## config.mk

```make
export PLATFORM = sky130hd
export DESIGN_NAME = axil_lsu_master_flat
export DESIGN_NICKNAME = d
export VERILOG_FILES = /design/src/rtl/axil_lsu_pkg.sv /design/src/rtl/axil_lsu_if.sv /design/src/rtl/lsu_lane_align.sv /design/src/rtl/axil_lsu_master.sv /design/src/flat_wrapper.sv
export SDC_FILE = /design/constraint.sdc
export NUM_CORES = 1
export LEC_CHECK = 0
export ABC_CLOCK_PERIOD_IN_PS = 4900
export BUFFER_PORTS_ARGS = -buffer_cell sky130_fd_sc_hd__buf_2
export CORE_ASPECT_RATIO = 0.75
export CORE_MARGIN = 5
export CORE_UTILIZATION = 51
export CTS_BUF_LIST = sky130_fd_sc_hd__clkbuf_4 sky130_fd_sc_hd__clkbuf_8 sky130_fd_sc_hd__clkbuf_16
export DETAILED_ROUTE_END_ITERATION = 8
export PLACE_DENSITY = 0.87
export RECOVER_POWER = 25
export SYNTH_ARGS = -nofsm -noshare
export SYNTH_HDL_FRONTEND = slang
export SYNTH_SLANG_ARGS = --single-unit
export TNS_END_PERCENT = 20
```

## constraint.sdc

```tcl
create_clock -name aclk -period 4.9 [get_ports aclk]
set_clock_uncertainty 0.05 [all_clocks]
set_input_delay 0.98 -clock aclk [delete_from_list [all_inputs] [get_ports aclk]]
set_output_delay 0.98 -clock aclk [all_outputs]
set_load 0.05 [all_outputs]
```

## src/rtl/axil_lsu_pkg.sv

```systemverilog
// Shared types and constants for the AXI-Lite load/store master.
package axil_lsu_pkg;

    // CPU access size; encoding 3 is not a member and is always rejected as misaligned.
    typedef enum logic [1:0] {
        SIZE_B = 2'd0,
        SIZE_H = 2'd1,
        SIZE_W = 2'd2
    } lsu_size_t;

    typedef enum logic [2:0] {
        ST_IDLE,
        ST_WR_ADDR_DATA,
        ST_WR_RESP,
        ST_RD_ADDR,
        ST_RD_DATA,
        ST_ERR
    } lsu_state_t;

    localparam logic [2:0] AXIL_PROT_DEFAULT = 3'b000;

    // Bit of bresp/rresp that marks SLVERR/DECERR.
    localparam int RESP_SLVERR = 1;

endpackage

```

## src/rtl/axil_lsu_if.sv

```systemverilog
// AXI-Lite bus bundle (32-bit address, 32-bit data) with master/slave views.
interface axil_lsu_if;

    logic [31:0] awaddr;
    logic [2:0]  awprot;
    logic        awvalid;
    logic        awready;
    logic [31:0] wdata;
    logic [3:0]  wstrb;
    logic        wvalid;
    logic        wready;
    logic [1:0]  bresp;
    logic        bvalid;
    logic        bready;
    logic [31:0] araddr;
    logic [2:0]  arprot;
    logic        arvalid;
    logic        arready;
    logic [31:0] rdata;
    logic [1:0]  rresp;
    logic        rvalid;
    logic        rready;

    modport master (
        output awaddr, awprot, awvalid, wdata, wstrb, wvalid, bready,
               araddr, arprot, arvalid, rready,
        input  awready, wready, bresp, bvalid, arready, rdata, rresp, rvalid
    );

    modport slave (
        input  awaddr, awprot, awvalid, wdata, wstrb, wvalid, bready,
               araddr, arprot, arvalid, rready,
        output awready, wready, bresp, bvalid, arready, rdata, rresp, rvalid
    );

endinterface

```

## src/rtl/lsu_lane_align.sv

```systemverilog
// Byte-lane steering for a 32-bit bus: store strobes and replicated write data,
// load lane extraction with sign/zero extension, and alignment check.
module lsu_lane_align
    import axil_lsu_pkg::*;
(
    input  logic [1:0]  size,
    input  logic [1:0]  a_lo,
    input  logic        sgn,
    input  logic [31:0] wdata,
    input  logic [31:0] rdata,
    output logic [3:0]  wstrb,
    output logic [31:0] wdata_rep,
    output logic [31:0] rdata_ext,
    output logic        misaligned
);

    logic [31:0] lane;

    assign lane = rdata >> {a_lo, 3'b000};

    // Per-size strobe, replication and extension
    always_comb begin
        misaligned = 1'b0;
        wstrb      = 4'h0;
        wdata_rep  = wdata;
        rdata_ext  = lane;
        case (size)
            SIZE_B: begin
                wstrb     = 4'b0001 << a_lo;
                wdata_rep = {4{wdata[7:0]}};
                rdata_ext = {{24{sgn & lane[7]}}, lane[7:0]};
            end
            SIZE_H: begin
                misaligned = a_lo[0];
                wstrb      = 4'b0011 << a_lo;
                wdata_rep  = {2{wdata[15:0]}};
                rdata_ext  = {{16{sgn & lane[15]}}, lane[15:0]};
            end
            SIZE_W: begin
                misaligned = (a_lo != 2'b00);
                wstrb      = 4'hF;
            end
            default: begin
                misaligned = 1'b1;
            end
        endcase
    end

endmodule

```

## src/rtl/axil_lsu_master.sv

```systemverilog
// CPU load/store to single-beat AXI-Lite master, one transaction in flight.
// Optional watchdog: define AXIL_LSU_TIMEOUT_EN to abort a stuck transaction
// after TIMEOUT_CYCLES and drain late B/R beats while idle.
//
// state           | meaning
// ST_IDLE         | req_ready high (except in the rsp_valid cycle), waiting for a request
// ST_WR_ADDR_DATA | awvalid/wvalid outstanding, each drops on its own handshake
// ST_WR_RESP      | bready high, waiting for bvalid
// ST_RD_ADDR      | arvalid outstanding
// ST_RD_DATA      | rready high, waiting for rvalid
// ST_ERR          | misaligned request, error response without bus activity
module axil_lsu_master
    import axil_lsu_pkg::*;
#(
    parameter int ADDR_WIDTH     = 32,
    parameter int DATA_WIDTH     = 32,
    parameter int TIMEOUT_CYCLES = 1024
) (
    input  logic                  aclk,
    input  logic                  areset,
    input  logic                  req_valid,
    output logic                  req_ready,
    input  logic                  req_write,
    input  logic [ADDR_WIDTH-1:0] req_addr,
    input  logic [1:0]            req_size,
    input  logic                  req_signed,
    input  logic [DATA_WIDTH-1:0] req_wdata,
    output logic                  rsp_valid,
    output logic [DATA_WIDTH-1:0] rsp_rdata,
    output logic                  rsp_err,
    axil_lsu_if.master            m_axil
);

`ifdef AXIL_LSU_TIMEOUT_EN
    localparam bit IDLE_DRAIN = 1'b1;
    logic [31:0] tmr_q, tmr_d;
`else
    localparam bit IDLE_DRAIN = 1'b0;
    localparam int unused_timeout = TIMEOUT_CYCLES;
`endif

    lsu_state_t            state_q, state_d;
    logic [ADDR_WIDTH-1:0] addr_q, addr_d;
    logic [1:0]            size_q, size_d;
    logic                  signed_q, signed_d;
    logic [3:0]            wstrb_q, wstrb_d;
    logic [31:0]           wdata_q, wdata_d;
    logic                  awvalid_q, awvalid_d;
    logic                  wvalid_q, wvalid_d;
    logic                  arvalid_q, arvalid_d;
    logic                  bready_q, bready_d;
    logic                  rready_q, rready_d;
    logic                  req_ready_q, req_ready_d;
    logic                  rsp_valid_q, rsp_valid_d;
    logic                  rsp_err_q, rsp_err_d;
    logic [31:0]           rsp_rdata_q, rsp_rdata_d;

    logic                  la_idle;
    logic [1:0]            la_size;
    logic [1:0]            la_alo;
    logic [3:0]            la_wstrb;
    logic [31:0]           la_wdata;
    logic [31:0]           la_rdata;
    logic                  la_misaligned;
    logic                  unused_resp;

    // In IDLE the aligner looks at the incoming request (strobes, misalignment);
    // afterwards it looks at the latched request to extract the load lane.
    assign la_idle = (state_q == ST_IDLE);
    assign la_size = la_idle ? req_size : size_q;
    assign la_alo  = la_idle ? req_addr[1:0] : addr_q[1:0];

    lsu_lane_align u_align (
        .size       (la_size),
        .a_lo       (la_alo),
        .sgn        (signed_q),
        .wdata      (req_wdata),
        .rdata      (m_axil.rdata),
        .wstrb      (la_wstrb),
        .wdata_rep  (la_wdata),
        .rdata_ext  (la_rdata),
        .misaligned (la_misaligned)
    );

    // Next-state and next-output logic; every output is a flop
    always_comb begin
        state_d     = state_q;
        addr_d      = addr_q;
        size_d      = size_q;
        signed_d    = signed_q;
        wstrb_d     = wstrb_q;
        wdata_d     = wdata_q;
        awvalid_d   = awvalid_q;
        wvalid_d    = wvalid_q;
        arvalid_d   = arvalid_q;
        rsp_valid_d = 1'b0;
        rsp_err_d   = 1'b0;
        rsp_rdata_d = '0;
`ifdef AXIL_LSU_TIMEOUT_EN
        tmr_d       = tmr_q;
`endif
        case (state_q)
            ST_IDLE: begin
                if (req_valid && req_ready_q) begin
                    addr_d   = req_addr;
                    size_d   = req_size;
                    signed_d = req_signed;
                    wstrb_d  = la_wstrb;
                    wdata_d  = la_wdata;
`ifdef AXIL_LSU_TIMEOUT_EN
                    tmr_d    = 32'(TIMEOUT_CYCLES - 1);
`endif
                    if (la_misaligned) begin
                        state_d = ST_ERR;
                    end else if (req_write) begin
                        state_d   = ST_WR_ADDR_DATA;
                        awvalid_d = 1'b1;
                        wvalid_d  = 1'b1;
                    end else begin
                        state_d   = ST_RD_ADDR;
                        arvalid_d = 1'b1;
                    end
                end
            end
            ST_ERR: begin
                rsp_valid_d = 1'b1;
                rsp_err_d   = 1'b1;
                state_d     = ST_IDLE;
            end
            ST_WR_ADDR_DATA: begin
                if (awvalid_q && m_axil.awready) awvalid_d = 1'b0;
                if (wvalid_q && m_axil.wready)   wvalid_d  = 1'b0;
                if (!awvalid_d && !wvalid_d)     state_d   = ST_WR_RESP;
            end
            ST_WR_RESP: begin
                if (m_axil.bvalid) begin
                    rsp_valid_d = 1'b1;
                    rsp_err_d   = m_axil.bresp[RESP_SLVERR];
                    state_d     = ST_IDLE;
                end
            end
            ST_RD_ADDR: begin
                if (m_axil.arready) begin
                    arvalid_d = 1'b0;
                    state_d   = ST_RD_DATA;
                end
            end
            ST_RD_DATA: begin
                if (m_axil.rvalid) begin
                    rsp_valid_d = 1'b1;
                    rsp_err_d   = m_axil.rresp[RESP_SLVERR];
                    rsp_rdata_d = m_axil.rresp[RESP_SLVERR] ? 32'h0 : la_rdata;
                    state_d     = ST_IDLE;
                end
            end
            default: begin
                state_d = ST_IDLE;
            end
        endcase
`ifdef AXIL_LSU_TIMEOUT_EN
        // Watchdog abort overrides any handshake in the same cycle; it
        // deliberately drops valids without a handshake.
        if (state_q inside {ST_WR_ADDR_DATA, ST_WR_RESP, ST_RD_ADDR, ST_RD_DATA}) begin
            if (tmr_q == 32'd0) begin
                awvalid_d   = 1'b0;
                wvalid_d    = 1'b0;
                arvalid_d   = 1'b0;
                rsp_valid_d = 1'b1;
                rsp_err_d   = 1'b1;
                rsp_rdata_d = '0;
                state_d     = ST_IDLE;
            end else begin
                tmr_d = tmr_q - 32'd1;
            end
        end
`endif
        bready_d    = (state_d == ST_WR_RESP) || (IDLE_DRAIN && state_d == ST_IDLE);
        rready_d    = (state_d == ST_RD_DATA) || (IDLE_DRAIN && state_d == ST_IDLE);
        // Hold req_ready low for the response cycle so it returns one cycle later.
        req_ready_d = (state_d == ST_IDLE) && !rsp_valid_d;
    end

    // State and output registers with synchronous reset
    always_ff @(posedge aclk) begin
        if (areset) begin
            state_q     <= ST_IDLE;
            addr_q      <= '0;
            size_q      <= 2'd0;
            signed_q    <= 1'b0;
            wstrb_q     <= 4'h0;
            wdata_q     <= '0;
            awvalid_q   <= 1'b0;
            wvalid_q    <= 1'b0;
            arvalid_q   <= 1'b0;
            bready_q    <= 1'b0;
            rready_q    <= 1'b0;
            req_ready_q <= 1'b0;
            rsp_valid_q <= 1'b0;
            rsp_err_q   <= 1'b0;
            rsp_rdata_q <= '0;
`ifdef AXIL_LSU_TIMEOUT_EN
            tmr_q       <= '0;
`endif
        end else begin
            state_q     <= state_d;
            addr_q      <= addr_d;
            size_q      <= size_d;
            signed_q    <= signed_d;
            wstrb_q     <= wstrb_d;
            wdata_q     <= wdata_d;
            awvalid_q   <= awvalid_d;
            wvalid_q    <= wvalid_d;
            arvalid_q   <= arvalid_d;
            bready_q    <= bready_d;
            rready_q    <= rready_d;
            req_ready_q <= req_ready_d;
            rsp_valid_q <= rsp_valid_d;
            rsp_err_q   <= rsp_err_d;
            rsp_rdata_q <= rsp_rdata_d;
`ifdef AXIL_LSU_TIMEOUT_EN
            tmr_q       <= tmr_d;
`endif
        end
    end

    assign req_ready      = req_ready_q;
    assign rsp_valid      = rsp_valid_q;
    assign rsp_err        = rsp_err_q;
    assign rsp_rdata      = rsp_rdata_q;

    assign m_axil.awaddr  = {addr_q[31:2], 2'b00};
    assign m_axil.araddr  = {addr_q[31:2], 2'b00};
    assign m_axil.awprot  = AXIL_PROT_DEFAULT;
    assign m_axil.arprot  = AXIL_PROT_DEFAULT;
    assign m_axil.awvalid = awvalid_q;
    assign m_axil.wvalid  = wvalid_q;
    assign m_axil.wdata   = wdata_q;
    assign m_axil.wstrb   = wstrb_q;
    assign m_axil.bready  = bready_q;
    assign m_axil.arvalid = arvalid_q;
    assign m_axil.rready  = rready_q;

    // Only the error bit of each response matters.
    assign unused_resp = ^{m_axil.bresp[0], m_axil.rresp[0]};

endmodule
```

## src/flat_wrapper.sv

```systemverilog
// flat-port wrapper written by rule: the top's interface ports become plain ports
module axil_lsu_master_flat import axil_lsu_pkg::*;
#(
    parameter int ADDR_WIDTH     = 32,
    parameter int DATA_WIDTH     = 32,
    parameter int TIMEOUT_CYCLES = 1024
)
  (aclk, areset, req_valid, req_ready, req_write, req_addr, req_size, req_signed, req_wdata, rsp_valid, rsp_rdata, rsp_err, m_axil_awaddr, m_axil_awprot, m_axil_awvalid, m_axil_wdata, m_axil_wstrb, m_axil_wvalid, m_axil_bready, m_axil_araddr, m_axil_arprot, m_axil_arvalid, m_axil_rready, m_axil_awready, m_axil_wready, m_axil_bresp, m_axil_bvalid, m_axil_arready, m_axil_rdata, m_axil_rresp, m_axil_rvalid);
  axil_lsu_if m_axil_i ();
  input  logic aclk;
  input  logic areset;
  input  logic req_valid;
  output logic req_ready;
  input  logic req_write;
  input  logic [ADDR_WIDTH-1:0] req_addr;
  input  logic [1:0] req_size;
  input  logic req_signed;
  input  logic [DATA_WIDTH-1:0] req_wdata;
  output logic rsp_valid;
  output logic [DATA_WIDTH-1:0] rsp_rdata;
  output logic rsp_err;
  output wire logic [$bits(m_axil_i.awaddr)-1:0] m_axil_awaddr;
  output wire logic [$bits(m_axil_i.awprot)-1:0] m_axil_awprot;
  output wire logic [$bits(m_axil_i.awvalid)-1:0] m_axil_awvalid;
  output wire logic [$bits(m_axil_i.wdata)-1:0] m_axil_wdata;
  output wire logic [$bits(m_axil_i.wstrb)-1:0] m_axil_wstrb;
  output wire logic [$bits(m_axil_i.wvalid)-1:0] m_axil_wvalid;
  output wire logic [$bits(m_axil_i.bready)-1:0] m_axil_bready;
  output wire logic [$bits(m_axil_i.araddr)-1:0] m_axil_araddr;
  output wire logic [$bits(m_axil_i.arprot)-1:0] m_axil_arprot;
  output wire logic [$bits(m_axil_i.arvalid)-1:0] m_axil_arvalid;
  output wire logic [$bits(m_axil_i.rready)-1:0] m_axil_rready;
  input wire logic [$bits(m_axil_i.awready)-1:0] m_axil_awready;
  input wire logic [$bits(m_axil_i.wready)-1:0] m_axil_wready;
  input wire logic [$bits(m_axil_i.bresp)-1:0] m_axil_bresp;
  input wire logic [$bits(m_axil_i.bvalid)-1:0] m_axil_bvalid;
  input wire logic [$bits(m_axil_i.arready)-1:0] m_axil_arready;
  input wire logic [$bits(m_axil_i.rdata)-1:0] m_axil_rdata;
  input wire logic [$bits(m_axil_i.rresp)-1:0] m_axil_rresp;
  input wire logic [$bits(m_axil_i.rvalid)-1:0] m_axil_rvalid;
  assign m_axil_awaddr = m_axil_i.awaddr;
  assign m_axil_awprot = m_axil_i.awprot;
  assign m_axil_awvalid = m_axil_i.awvalid;
  assign m_axil_wdata = m_axil_i.wdata;
  assign m_axil_wstrb = m_axil_i.wstrb;
  assign m_axil_wvalid = m_axil_i.wvalid;
  assign m_axil_bready = m_axil_i.bready;
  assign m_axil_araddr = m_axil_i.araddr;
  assign m_axil_arprot = m_axil_i.arprot;
  assign m_axil_arvalid = m_axil_i.arvalid;
  assign m_axil_rready = m_axil_i.rready;
  assign m_axil_i.awready = m_axil_awready;
  assign m_axil_i.wready = m_axil_wready;
  assign m_axil_i.bresp = m_axil_bresp;
  assign m_axil_i.bvalid = m_axil_bvalid;
  assign m_axil_i.arready = m_axil_arready;
  assign m_axil_i.rdata = m_axil_rdata;
  assign m_axil_i.rresp = m_axil_rresp;
  assign m_axil_i.rvalid = m_axil_rvalid;
  axil_lsu_master #(.ADDR_WIDTH(ADDR_WIDTH), .DATA_WIDTH(DATA_WIDTH), .TIMEOUT_CYCLES(TIMEOUT_CYCLES)) u_core (.aclk(aclk), .areset(areset), .req_valid(req_valid), .req_ready(req_ready), .req_write(req_write), .req_addr(req_addr), .req_size(req_size), .req_signed(req_signed), .req_wdata(req_wdata), .rsp_valid(rsp_valid), .rsp_rdata(rsp_rdata), .rsp_err(rsp_err), .m_axil(m_axil_i));
endmodule
```

# After elaboration in Yosys (flattened, before gate mapping)
# Index checks and enable logic that the tools add are counted.
[classes]
bitwise = 4
n_mul = 0
eq_ne = 14
magnitude_cmp = 0
div = 0
n_addsub = 0
muxes = 34
n_reduce_logical = 18
n_shift = 3
[ops]
columns = ["operator", "count"]
rows = [
  ["32-bit one-hot mux with 2 select lines", 2],
  ["32-bit by 5-bit right shift with 32-bit output", 1],
  ["3-bit two-way mux", 6],
  ["1-bit two-way mux", 15],
  ["3-bit one-hot mux with 5 select lines", 1],
  ["4-bit one-hot mux with 3 select lines", 1],
  ["2-bit inequality test (second input constant)", 5],
  ["3-bit by 2-bit == test with 1-bit output (second input constant)", 3],
  ["3-bit == test (second input constant)", 3],
  ["1-bit one-hot mux with 3 select lines", 3],
  ["3-bit logical NOT", 2],
  ["2-bit two-way mux", 3],
  ["1-bit one-hot mux with 2 select lines", 3],
  ["2-bit nonzero test", 3],
  ["1-bit logical AND", 5],
  ["5-bit AND reduction", 1],
  ["4-bit AND reduction", 1],
  ["4-bit OR reduction", 1],
  ["1-bit by 2-bit << shifter with 4-bit output (first input constant)", 1],
  ["2-bit by 2-bit << shifter with 4-bit output (first input constant)", 1],
  ["3-bit by 1-bit == test with 1-bit output (second input constant)", 1],
  ["1-bit logical NOT", 3],
  ["1-bit AND", 2],
  ["2-bit by 1-bit == test with 1-bit output (second input constant)", 1],
  ["other kinds (4)", 5],
]
[totals]
input_bits = 112
reg_bits = 114
ram_bits = 0
output_inout_bits = 146
mem_count = 0
latch_bits = 0
romBits = 0

# Logic depth before layout (Yosys ltp)
[logic_depth]
word_depth = 9
depth_mapped = 9

# By module
# From an unflattened synthesis, not the netlist that was laid out.
[hier_totals]
cells_unflattened = 698
hier_area_um2 = 5795.6
[modules_own_cells]
columns = ["module", "seq_area_each_um2", "area_each_um2", "cells_each", "instances"]
rows = [
  ["axil_lsu_master", 2282.2, 4426.7, 512, 1],
  ["lsu_lane_align", 0.0, 1368.8, 186, 1],
]

# Worst setup path before layout
# OpenSTA, ideal clock, no wires.
[synth_timing]
path_kind = "in2reg"
startpoint = "input req_addr[1]"
endpoint = "register u_core.rsp_rdata_q[20] (netlist: u_core.rsp_rdata[20])"
stages = 7
path_slack_ns = 2.532
path_buffers = 2
arrival_time_ns = 2.244
path_cell_list = "clkbuf_2 -> mux2i_1 -> mux2_2 -> mux2i_2 -> nand4_2 -> buf_2 -> a31oi_1"
[synth_between]
elab_chain_len = 4
word_cells_on_any_way = 5
classes_between = "shift (1); mux (2); bitwise (2)"
[synth_lines]
columns = ["element", "line_no", "source"]
rows = [
  ["from (decl)", "flat_wrapper.sv:15", "input logic [ADDR_WIDTH-1:0] req_addr;"],
  ["2-bit two-way mux (*)", "axil_lsu_master.sv:71", "assign la_alo = la_idle ? req_addr[1:0] : addr_q[1:0];"],
  ["32-bit by 5-bit right shift with 32-bit output (*)", "lsu_lane_align.sv:19", "assign lane = rdata >> {a_lo, 3'b000};"],
  ["1-bit AND (on tied branches)", "lsu_lane_align.sv:37, lsu_lane_align.sv:31", ""],
  ["32-bit one-hot mux with 2 select lines (*)", "lsu_lane_align.sv:27", "case (size)"],
  ["to (signal assigned)", "axil_lsu_master.sv:219", "rsp_rdata_q <= rsp_rdata_d;"],
  ["to (decl)", "axil_lsu_master.sv:56", "logic [31:0] rsp_rdata_q, rsp_rdata_d;"],
]
# Mark *: on every way between the ends. The rest lies on a longest branch, timed or not.
# A chain may end at the register's enable or synchronous reset.

# Worst setup path after layout
[layout_timing]
startpoint = "register u_core.state_q[0]"
endpoint = "register u_core.rsp_rdata_q[12] (netlist: u_core.rsp_rdata[12])"
[layout_between]
elab_chain_len = 5
word_cells_on_any_way = 11
classes_between = "eq/ne (2); shift (1); mux (3); bitwise (2); reduce/logical (3)"
[layout_lines]
columns = ["element", "line_no", "source"]
rows = [
  ["from (decl)", "axil_lsu_master.sv:42", "lsu_state_t state_q, state_d;"],
  ["from (signal assigned)", "axil_lsu_master.sv:205", "state_q <= state_d;"],
  ["3-bit logical NOT", "axil_lsu_master.sv:69", "assign la_idle = (state_q == ST_IDLE);"],
  ["2-bit two-way mux", "axil_lsu_master.sv:71", ""],
  ["32-bit by 5-bit right shift with 32-bit output", "lsu_lane_align.sv:19", ""],
  ["1-bit AND", "lsu_lane_align.sv:31", "rdata_ext = {{24{sgn & lane[7]}}, lane[7:0]};"],
  ["32-bit one-hot mux with 2 select lines", "lsu_lane_align.sv:27", ""],
]
# Parallel ways exist; a longest one is shown, timed or not.

==> run metrics <==
Worst path depth=6; Slowest Stage Delay on Critical Path=0.75 ns; DRC marker count from the first detailed-route iteration=427; CTS H-tree lvls=4; critical path type=reg2reg; worst path cell trace=nor3_4 -> mux2i_4 -> buf_4 -> nand2_2 -> a21oi_2 -> nor3_1; PortBufs=245; CTS buffer count=17; fin crit period=3.17 ns; Post-CTS Setup Bufs=0; Compound-Gate Fraction of Synth Area=17.7%; clk root buf=clkbuf_16; initial antenna violation count=0; Setup crit end kind=flop; fin. max-slew vios=0; CTS max path bufs=2; sequential fraction of the synthesis area=41.6%; Hold WS=0.403 ns; Post-Synth Adder-Cell Area=0%; R2R setup slack=1.73 ns; Syn Area/Cell=8.16 sq um; worst r2r path cells=6; CP startpoint kind=flop; cts hold-fix bufs=0; Area Overhead vs Synth=23.5%; Sw Share=36.3%; fmax=315 MHz; first-pass GRT wire length=24900 um; Pleak=2.96 nW; WL final=16200 um; yosys warns=0; Detail Placement HPWL=11700 um; Vias=5226; top cell type's share of synthesized area=41.6%; CP Max Fanout=16; fraction of layout cells with a size suffix above 1=30.4%; commonest non-fill, non-tap cells in the layout=buf_2, nand2_1, dfxtp_1; fin cells=982; power per cell area=478 nW/um^2; Post-synth EDFFs=0; share of synthesized registers carrying an async set or reset=0%; r2r endpoint=u_core.rsp_rdata[12]; synthesis-stage register bit count=114; largest net degree at the start of global routing=81; Slowest-stage cell, CP=nor3_4; IO Pins=258; GPL Wtd Cong=0.916; Die X=130 um; Total GRT Usage=24.1%; Row Count=32; vias per inst=5.32; arrival time of the worst setup path=3.39 ns; VDD IR max=0.288 mV; Psw=1.17 mW; FF-to-FF Start=u_core.state_q[0]; wire per inst=16.5 um; synthesized netlist cell count=673; Slew headroom=26.8%; setup TNS=0 ns; later-pin clock latency in the skew report=0.41 ns; post-layout util=65.1%; sequential power share=32.3%; crit path buf inv count=1; Crit. Startpoint=u_core.state_q[0]; post-synthesis mux area share=7.43%; Post-DRT Antenna Nets=0; clock transition at the registers of the reported paths=0.05 ns; area leader, netlist=dfxtp_1; vias in the first global route=4778; largest family of logic cells by synthesized area=simple AND/OR/NAND/NOR gates; Critical Path End=u_core.rsp_rdata[12]; Yosys cell types=46; Die ar.=13000 sq um; internal power=2.06 mW; simple-gate share of the synthesized area=18.5%; dominant synthesized flop cell=dfxtp_1; # diodes=0; total grt overflow=0; Clock Power Share=39.5%; effective utilization at floorplan=52.7%; status=complete, no violations; core area=10400 sq um; period utilization=64.7%; TritonCTS clock tree=yes; nets=945; xor/xnor share of the synthesized area=0%; cell family with most CP delay=simple AND/OR/NAND/NOR gates; Final setup viols=0; synth top area cells=dfxtp_1, nand2_1, buf_4; Worst Tran Pin Value=1.08 ns; CP required=5.11 ns; Hold Path Class=reg2reg; CTS resizes=0; DRC violations left=0; Fill cells=921; TritonCTS Sinks=114; Post-Syn Area=5490 sq um; Hold Vio Cnt, Final=0; Max-cap violations=0; chip height=99.9 um; Comb power frac=28.2%; RSZ-0062 raised after global routing=false; commonest non-fill, non-tap cell in the layout=buf_2; placed cells=950; router iterations before antenna repair=5
-- logic make-up (layout without fill, tap and decap cells) --
kind of cell | after synthesis | after routing
multiplexers | 38 | 38
AO/OA/AOI/OAI | 149 | 149
AND/OR/NAND/NOR | 241 | 241
flip-flops | 114 | 114
buffers and inverters | 130 | 294
other | 1 | 10
-- synth_stat cells (2+ instances only) --
library cell	n
buf_2	16
and3_1	2
mux2_2	13
nand2b_1	6
or3_1	2
a21oi_1	63
mux2i_1	22
o221a_2	6
nor2b_1	3
o21ai_0	11
buf_4	71
buf_6	4
a21o_1	9
nor3_1	9
o21a_1	2
inv_1	10
a31oi_1	18
mux2i_2	3
nor2_1	37
nand2_1	160
o22ai_1	3
clkbuf_1	27
nor3b_1	2
clkbuf_2	2
o31ai_1	2
a211oi_1	3
a21oi_2	2
dfxtp_1	114
nand3_1	12
a311oi_1	23
-- worst min-delay path by stage --
| stage | start | endpoint | slack [ns] | cells after the start |
|---|---|---|---|---|
| 2_1_floorplan | u_core.addr_q[10] | u_core.addr_q[10] | 0.40 | 2 |
| 3_3_place_gp | u_core.m_axil.wdata[2] | u_core.m_axil.wdata[2] | 0.39 | 2 |
| 3_5_place_dp | u_core.m_axil.wdata[7] | u_core.m_axil.wdata[7] | 0.40 | 2 |
| 4_1_cts | u_core.m_axil.wdata[7] | u_core.m_axil.wdata[7] | 0.40 | 2 |
| 5_1_grt | u_core.m_axil.wdata[28] | u_core.m_axil.wdata[28] | 0.42 | 2 |
| 6_report | u_core.m_axil.wdata[7] | u_core.m_axil.wdata[7] | 0.40 | 2 |
-- per-layer routing --
layer	track usage [%]	share of wire, %
met4	6.79	1.3
met3	6.38	8.8
met5	0	0
met2	37.6	47
met1	33.1	43
-- power by group through the flow --
stage / logic, mW / clock network, mW / registers, mW
final: 0.913 / 1.28 / 1.05
after global routing: 0.979 / 1.34 / 1.06
after CTS: 0.920 / 1.30 / 1.05
after detailed placement: 0.916 / 0 / 1.07
after global placement: 0.906 / 0 / 1.06
after floorplan: 0.618 / 0 / 1.20
-- final cells by class --
cell class                 count  area [sq um]  share of cell area (%)
inverter                      10          37.5                   0.554
timing repair buffer         252          1200                    17.7
clock buffer                  18           439                    6.48
clock inverter                14           180                    2.66
sequential                   114          2280                    33.7
multi-input combinational    438          2470                    36.4
tap                          136           170                    2.51
-- registers in the layout, summed over array words and instances (netlist names) --
signal	count
u_core.m_axil.wvalid	1
u_core.m_axil.arvalid	1
u_core.signed_q	1
u_core.rsp_rdata	32
u_core.m_axil.rready	1
u_core.state_q	3
u_core.m_axil.wdata	32
u_core.m_axil.awvalid	1
u_core.rsp_err	1
u_core.addr_q	32
u_core.m_axil.bready	1
u_core.size_q	2
u_core.m_axil.wstrb	4
u_core.rsp_valid	1
u_core.req_ready	1
-- worst reg2reg max path, cell delays in order, from the launching register on --
cell and delay (ns):
dfxtp_1 0.42, nor3_4 0.75, mux2i_4 0.60, buf_4 0.34, nand2_2 0.29, a21oi_2 0.45, nor3_1 0.14
-- per-stage QoR --
| step | power (mW) | instance area (sq um) | setup WS (ns) |
|---|---|---|---|
| after floorplan | 1.82 | 5520 | 2.53 |
| after global placement | 1.97 | 6230 | 1.78 |
| after detailed placement | 1.98 | 6230 | 1.74 |
| after CTS | 3.26 | 6850 | 1.72 |
| after global routing | 3.38 | 6780 | 1.50 |
| final | 3.24 | 6780 | 1.73 |
Power figures use the tool's default switching activity.
